File: config.mk
export PLATFORM = sky130hd
export DESIGN_NAME = alu_cmd_sequencer
export DESIGN_NICKNAME = d
export VERILOG_FILES = /design/src/rtl/alu_cmd_sequencer.sv
export SDC_FILE = /design/constraint.sdc
export NUM_CORES = 1
export LEC_CHECK = 0
export ABC_CLOCK_PERIOD_IN_PS = 8900
export CAP_MARGIN = 15
export CORE_MARGIN = 10
export CORE_UTILIZATION = 48
export CTS_BUF_LIST = sky130_fd_sc_hd__clkbuf_4
export CTS_CLUSTER_DIAMETER = 80
export DETAILED_ROUTE_END_ITERATION = 16
export MAX_ROUTING_LAYER = met4
export PLACE_DENSITY = 0.81
export SETUP_SLACK_MARGIN = 0.05
export SYNTH_ARGS = -nofsm -noshare
export SYNTH_HDL_FRONTEND = slang
export SYNTH_SLANG_ARGS = --single-unit
File: constraint.sdc
create_clock -name clk_i -period 8.9 [get_ports clk_i]
set_clock_uncertainty 0.2 [all_clocks]
set_input_delay 1.78 -clock clk_i [delete_from_list [all_inputs] [get_ports clk_i]]
set_output_delay 1.78 -clock clk_i [all_outputs]
set_load 0.03 [all_outputs]
File: src/rtl/alu_cmd_sequencer.sv
// Command FIFO + issue/response sequencer in front of a combinational DATA_W-bit ALU.
// Optional completed-operation counter on op_count_o when ALU_SEQ_STATS_EN is defined.
//
// state | meaning
// IDLE  | no operation in flight; pops the FIFO head when one is present
// ISSUE | ALU operands applied; result captured at the end of this cycle
// RESP  | result presented on res_*; waits for res_ready_i
module alu_cmd_sequencer #(
   parameter int FIFO_DEPTH = 4,
   parameter int DATA_W     = 8
) (
   input  logic              clk_i,
   input  logic              rst_ni,
   input  logic              flush_i,
   input  logic              cmd_valid_i,
   output logic              cmd_ready_o,
   input  logic [2:0]        cmd_op_i,
   input  logic [DATA_W-1:0] cmd_a_i,
   input  logic [DATA_W-1:0] cmd_b_i,
   input  logic              cmd_acc_i,
   output logic [DATA_W-1:0] alu_a_o,
   output logic [DATA_W-1:0] alu_b_o,
   output logic [2:0]        alu_opcode_o,
   input  logic [DATA_W-1:0] alu_result_i,
   output logic              res_valid_o,
   input  logic              res_ready_i,
   output logic [DATA_W-1:0] res_data_o,
   output logic [DATA_W-1:0] acc_o,
   output logic              busy_o,
   output logic [15:0]       op_count_o
);

   localparam int PTR_W = $clog2(FIFO_DEPTH);
   localparam int ENT_W = 1 + 3 + 2 * DATA_W;
   localparam logic [PTR_W:0] PTR_ONE = {{PTR_W{1'b0}}, 1'b1};

   localparam logic [1:0] IDLE  = 2'd0;
   localparam logic [1:0] ISSUE = 2'd1;
   localparam logic [1:0] RESP  = 2'd2;

   logic [1:0]        state;
   logic [ENT_W-1:0]  fifo_mem [FIFO_DEPTH];
   logic [PTR_W:0]    wr_ptr, rd_ptr;
   logic              fifo_empty, fifo_full;
   logic              push, pop;
   logic [ENT_W-1:0]  head;
   logic              head_acc;
   logic [2:0]        head_op;
   logic [DATA_W-1:0] head_a, head_b, issue_a;

   // Extra pointer bit distinguishes full from empty when the indices match.
   assign fifo_empty = (wr_ptr == rd_ptr);
   assign fifo_full  = (wr_ptr[PTR_W] != rd_ptr[PTR_W]) &&
                       (wr_ptr[PTR_W-1:0] == rd_ptr[PTR_W-1:0]);

   assign cmd_ready_o = rst_ni && !fifo_full && !flush_i;
   assign push        = cmd_valid_i && cmd_ready_o;
   assign pop         = !flush_i && !fifo_empty &&
                        ((state == IDLE) || (state == RESP && res_valid_o && res_ready_i));

   assign head     = fifo_mem[rd_ptr[PTR_W-1:0]];
   assign head_acc = head[ENT_W-1];
   assign head_op  = head[2*DATA_W+2:2*DATA_W];
   assign head_a   = head[2*DATA_W-1:DATA_W];
   assign head_b   = head[DATA_W-1:0];
   assign issue_a  = head_acc ? acc_o : head_a;

   assign busy_o = !fifo_empty || (state != IDLE);

   always_ff @(posedge clk_i) begin
      if (push) begin
         fifo_mem[wr_ptr[PTR_W-1:0]] <= {cmd_acc_i, cmd_op_i, cmd_a_i, cmd_b_i};
      end
   end

   always_ff @(posedge clk_i or negedge rst_ni) begin
      if (!rst_ni) begin
         wr_ptr <= '0;
         rd_ptr <= '0;
      end else if (flush_i) begin
         wr_ptr <= '0;
         rd_ptr <= '0;
      end else begin
         if (push) wr_ptr <= wr_ptr + PTR_ONE;
         if (pop)  rd_ptr <= rd_ptr + PTR_ONE;
      end
   end

   // The accumulator is written in ISSUE and read at pop, so a chained command
   // always picks up the result of the one before it.
   always_ff @(posedge clk_i or negedge rst_ni) begin
      if (!rst_ni) begin
         state        <= IDLE;
         alu_a_o      <= '0;
         alu_b_o      <= '0;
         alu_opcode_o <= '0;
         res_valid_o  <= 1'b0;
         res_data_o   <= '0;
         acc_o        <= '0;
      end else if (flush_i) begin
         state       <= IDLE;
         res_valid_o <= 1'b0;
         acc_o       <= '0;
      end else begin
         case (state)
            IDLE: begin
               if (pop) begin
                  alu_a_o      <= issue_a;
                  alu_b_o      <= head_b;
                  alu_opcode_o <= head_op;
                  state        <= ISSUE;
               end
            end
            ISSUE: begin
               res_data_o  <= alu_result_i;
               acc_o       <= alu_result_i;
               res_valid_o <= 1'b1;
               state       <= RESP;
            end
            RESP: begin
               if (res_ready_i) begin
                  res_valid_o <= 1'b0;
                  if (pop) begin
                     alu_a_o      <= issue_a;
                     alu_b_o      <= head_b;
                     alu_opcode_o <= head_op;
                     state        <= ISSUE;
                  end else begin
                     state <= IDLE;
                  end
               end
            end
            default: state <= IDLE;
         endcase
      end
   end

`ifdef ALU_SEQ_STATS_EN
   logic [15:0] op_count;

   always_ff @(posedge clk_i or negedge rst_ni) begin
      if (!rst_ni) begin
         op_count <= '0;
      end else if (flush_i) begin
         op_count <= '0;
      end else if (res_valid_o && res_ready_i && (op_count != 16'hFFFF)) begin
         op_count <= op_count + 16'd1;
      end
   end

   assign op_count_o = op_count;
`else
   assign op_count_o = 16'h0000;
`endif

endmodule

==> results.json <==
{
  "status": "complete, no violations",
  "cp_data_required_time_ps": 6920,
  "max_freq_mhz": 175.5,
  "grtUsageMet3_pct": 4.270,
  "route.detailed.drc": 0,
  "yosysTopAreaCellShare_pct": 47.83,
  "tns_ps": 0,
  "seq_area_frac_synth_pct": 69.76,
  "ys_types": 38,
  "p_leak_nw": 2.226,
  "wirelength_mm": 9.308,
  "worstMarginPinSlew_ps": 1094,
  "drtIter0Drc": 158,
  "final_cells": 528,
  "antenna_left": 0,
  "maxCapViolations": 0,
  "grt.overflow.total": 0,
  "cts_tree": "yes",
  "intPower_mw": 1.164,
  "numCtsBuffers": 17,
  "root_buffer": "clkbuf_4",
  "num-fill-cells": 779,
  "regArea_um2": 3505,
  "reg2reg_to": "fifo_mem[1][0]",
  "nNetsFinal": 416,
  "postSynthCellCount": 299,
  "netlist_area_um2": 5022,
  "start_util_pct": 48.87,
  "cts_buffer_depth": 2,
  "total_power_mw": 1.759,
  "whs_ps": 299.3,
  "crit_arrival_ps": 3720,
  "multi_input_area_um2": 1356,
  "grt_setup_unrepaired": "false",
  "postCtsHoldBufs": 0,
  "end_kind": "output port",
  "dieArea_um2": 14950,
  "combPwrFrac_pct": 32.9,
  "insertion_delay_ps": 500,
  "slowest_stage": "clkdlybuf4s50_1",
  "synth.area.top_cells": "edfxtp_1 (48%), dfrtp_1 (22%), mux4_2 (9.0%)",
  "place_area_um2": 5787,
  "cp_common_cell": "clkdlybuf4s50_1",
  "fin_crit_ps": 5700,
  "num_vias": 2696,
  "hpwl_mm": 6.176,
  "antenna_found_initial": 1,
  "slowest_delay_ps": 780,
  "yosys_warnings": 0,
  "ir_drop_mv": 0.1364,
  "r2r_cells": 4,
  "area_growth_pct": 21.95,
  "cts.sinks": 124,
  "crit_type": "input pin to output port",
  "grt_max_degree": 49,
  "p_seq_share_pct": 44.1,
  "use_met1_pct": 15.57,
  "final_common_cell": "edfxtp_1",
  "ys_async_sr_fraction_pct": 35.48,
  "dr.pass1.iters": 4,
  "min_path_type": "flip-flop to flip-flop",
  "post-cts-setup-buffers": 0,
  "period_share_pct": 64.04,
  "synth_edf_count": 80,
  "final_cell_mix": "edfxtp_1 (80), clkdlybuf4s50_1 (69), dfrtp_1 (43), nand2_1 (25), mux4_2 (20)",
  "power_density_nw_per_um2": 287.2,
  "first_global_vias": 2832,
  "p_sw_uw": 595.6,
  "min_path_cells": 2,
  "crit_path_start_kind": "input pin",
  "wire_per_inst_um": 17.63,
  "num_rows": 37,
  "synth_largest_area_cell": "edfxtp_1",
  "rrSetupSlack_ps": 5770,
  "synth_ff_type": "edfxtp_1",
  "hp-start": "alu_a_o[4]",
  "die_height_um": 122.3,
  "crit_path_cell_trace": "clkdlybuf4s50_1 > inv_1 > o311a_1 > clkdlybuf4s50_1",
  "grt_first_pass_wirelength_mm": 14.58,
  "via_per_inst": 5.106,
  "ios": 87,
  "drv_slew": 0,
  "gp_routability_congestion": 0.7517,
  "h-tree-depth": 4,
  "avgSynthCellArea_um2": 16.80,
  "drive_gt1_share_pct": 21.99,
  "power.share.switching_pct": 33.86,
  "fp.coreArea_um2": 10280,
  "numPortBuffers": 70,
  "worstHoldEndpoint": "alu_a_o[4]",
  "post_cts_resized": 0,
  "setup_viol_count_final": 0,
  "gr-usage-met2_pct": 21.06,
  "crit_fanout": 18,
  "track_usage_pct": 13.35,
  "finalHoldViolCount": 0,
  "dp.cells": 493,
  "ys_ff_latch": 124,
  "relSlewSlack_pct": 27.05,
  "grt-busiest-layer": "met2",
  "die_w_um": 122.3,
  "power_frac_clock_pct": 23.0,
  "path_clk_slew_ps": 100,
  "reg2reg_from": "rd_ptr[1]",
  "fin_area_um2": 6125
}
==> how the worst max path moves through the flow <==
stage | from | end | slack, ps | depth (start not counted)
floorplan | flush_i | cmd_ready_o | 4510 | 3
global placement | flush_i | cmd_ready_o | 3260 | 4
detailed placement | flush_i | cmd_ready_o | 3230 | 4
CTS | flush_i | cmd_ready_o | 3230 | 4
global route | flush_i | cmd_ready_o | 3120 | 4
finish | flush_i | cmd_ready_o | 3200 | 4
==> power groups by stage <==
stage,Clock [mW],Combinational [mW],Sequential (mW)
after CTS,0.417,0.585,0.780
after floorplan,0,0.280,0.878
after global placement,0,0.568,0.787
after detailed placement,0,0.583,0.792
final,0.404,0.579,0.777
after global routing,0.445,0.614,0.792
==> layer usage <==
layer	vias up	share of wire [%]
li1	1243	-
met1	1352	43
met2	90	49
met3	11	6.6
met4	0	1.4
met5	-	0
==> state kept, by name (all words and copies together) (netlist names) <==
signal,cells
fifo_mem,80
res_valid_o,1
alu_a_o,8
rd_ptr,3
state,2
wr_ptr,3
alu_opcode_o,3
alu_b_o,8
res_data_o,8
acc_o,8
==> Yosys cell counts (2+ instances only) <==
library cell and count:
mux2_1 3, mux4_2 20, xor2_2 2, dfrtp_1 44, buf_2 5, mux2i_1 9, edfxtp_1 80, a21oi_1 10
ha_1 5, xnor2_1 5, buf_4 17, inv_1 9, mux2_2 16, clkbuf_1 5, nand2_1 25, o21ai_1 11
nand3_1 3, nor2_1 10
==> final cells by class <==
type                    count  share of cell area, %
flip-flops and latches    124                  57.22
multi-input cells         150                  22.15
repair buffers             75                  12.22
clock inverters            14                  2.778
well taps                 136                  2.778
clock buffers              18                  2.206
inverters                  10                 0.6129
diodes                      1                0.04086
==> metrics by stage <==
stage                     setup WS [ps]  util [%]
after floorplan                    4513         -
after global placement             3256     56.31
after CTS                          3230     59.28
after global routing               3118     59.59
after detailed placement           3226     56.31
final                              3201     59.59
==> kinds of logic (layout without fill, tap and decap cells) <==
logic type / Yosys count / after routing / share of synthesized area (%)
mux: 48 / 48 / 15.02
fa+ha+maj: 5 / 5 / 1.246
xor+xnor: 8 / 8 / 1.694
simple gates: 44 / 44 / 3.712
buf+inv: 40 / 117 / 4.609
other cells: 1 / 17 / 0.07467
compound gates: 29 / 29 / 3.887
flops: 124 / 124 / 69.76
==> critical path: cells and delay by family <==
| kind | cells | cell delay, ps |
|---|---|---|
| AOI/OAI and AO/OA | 1 | 210 |
| buffers and inverters | 3 | 1720 |
Power figures use the tool's default switching activity.
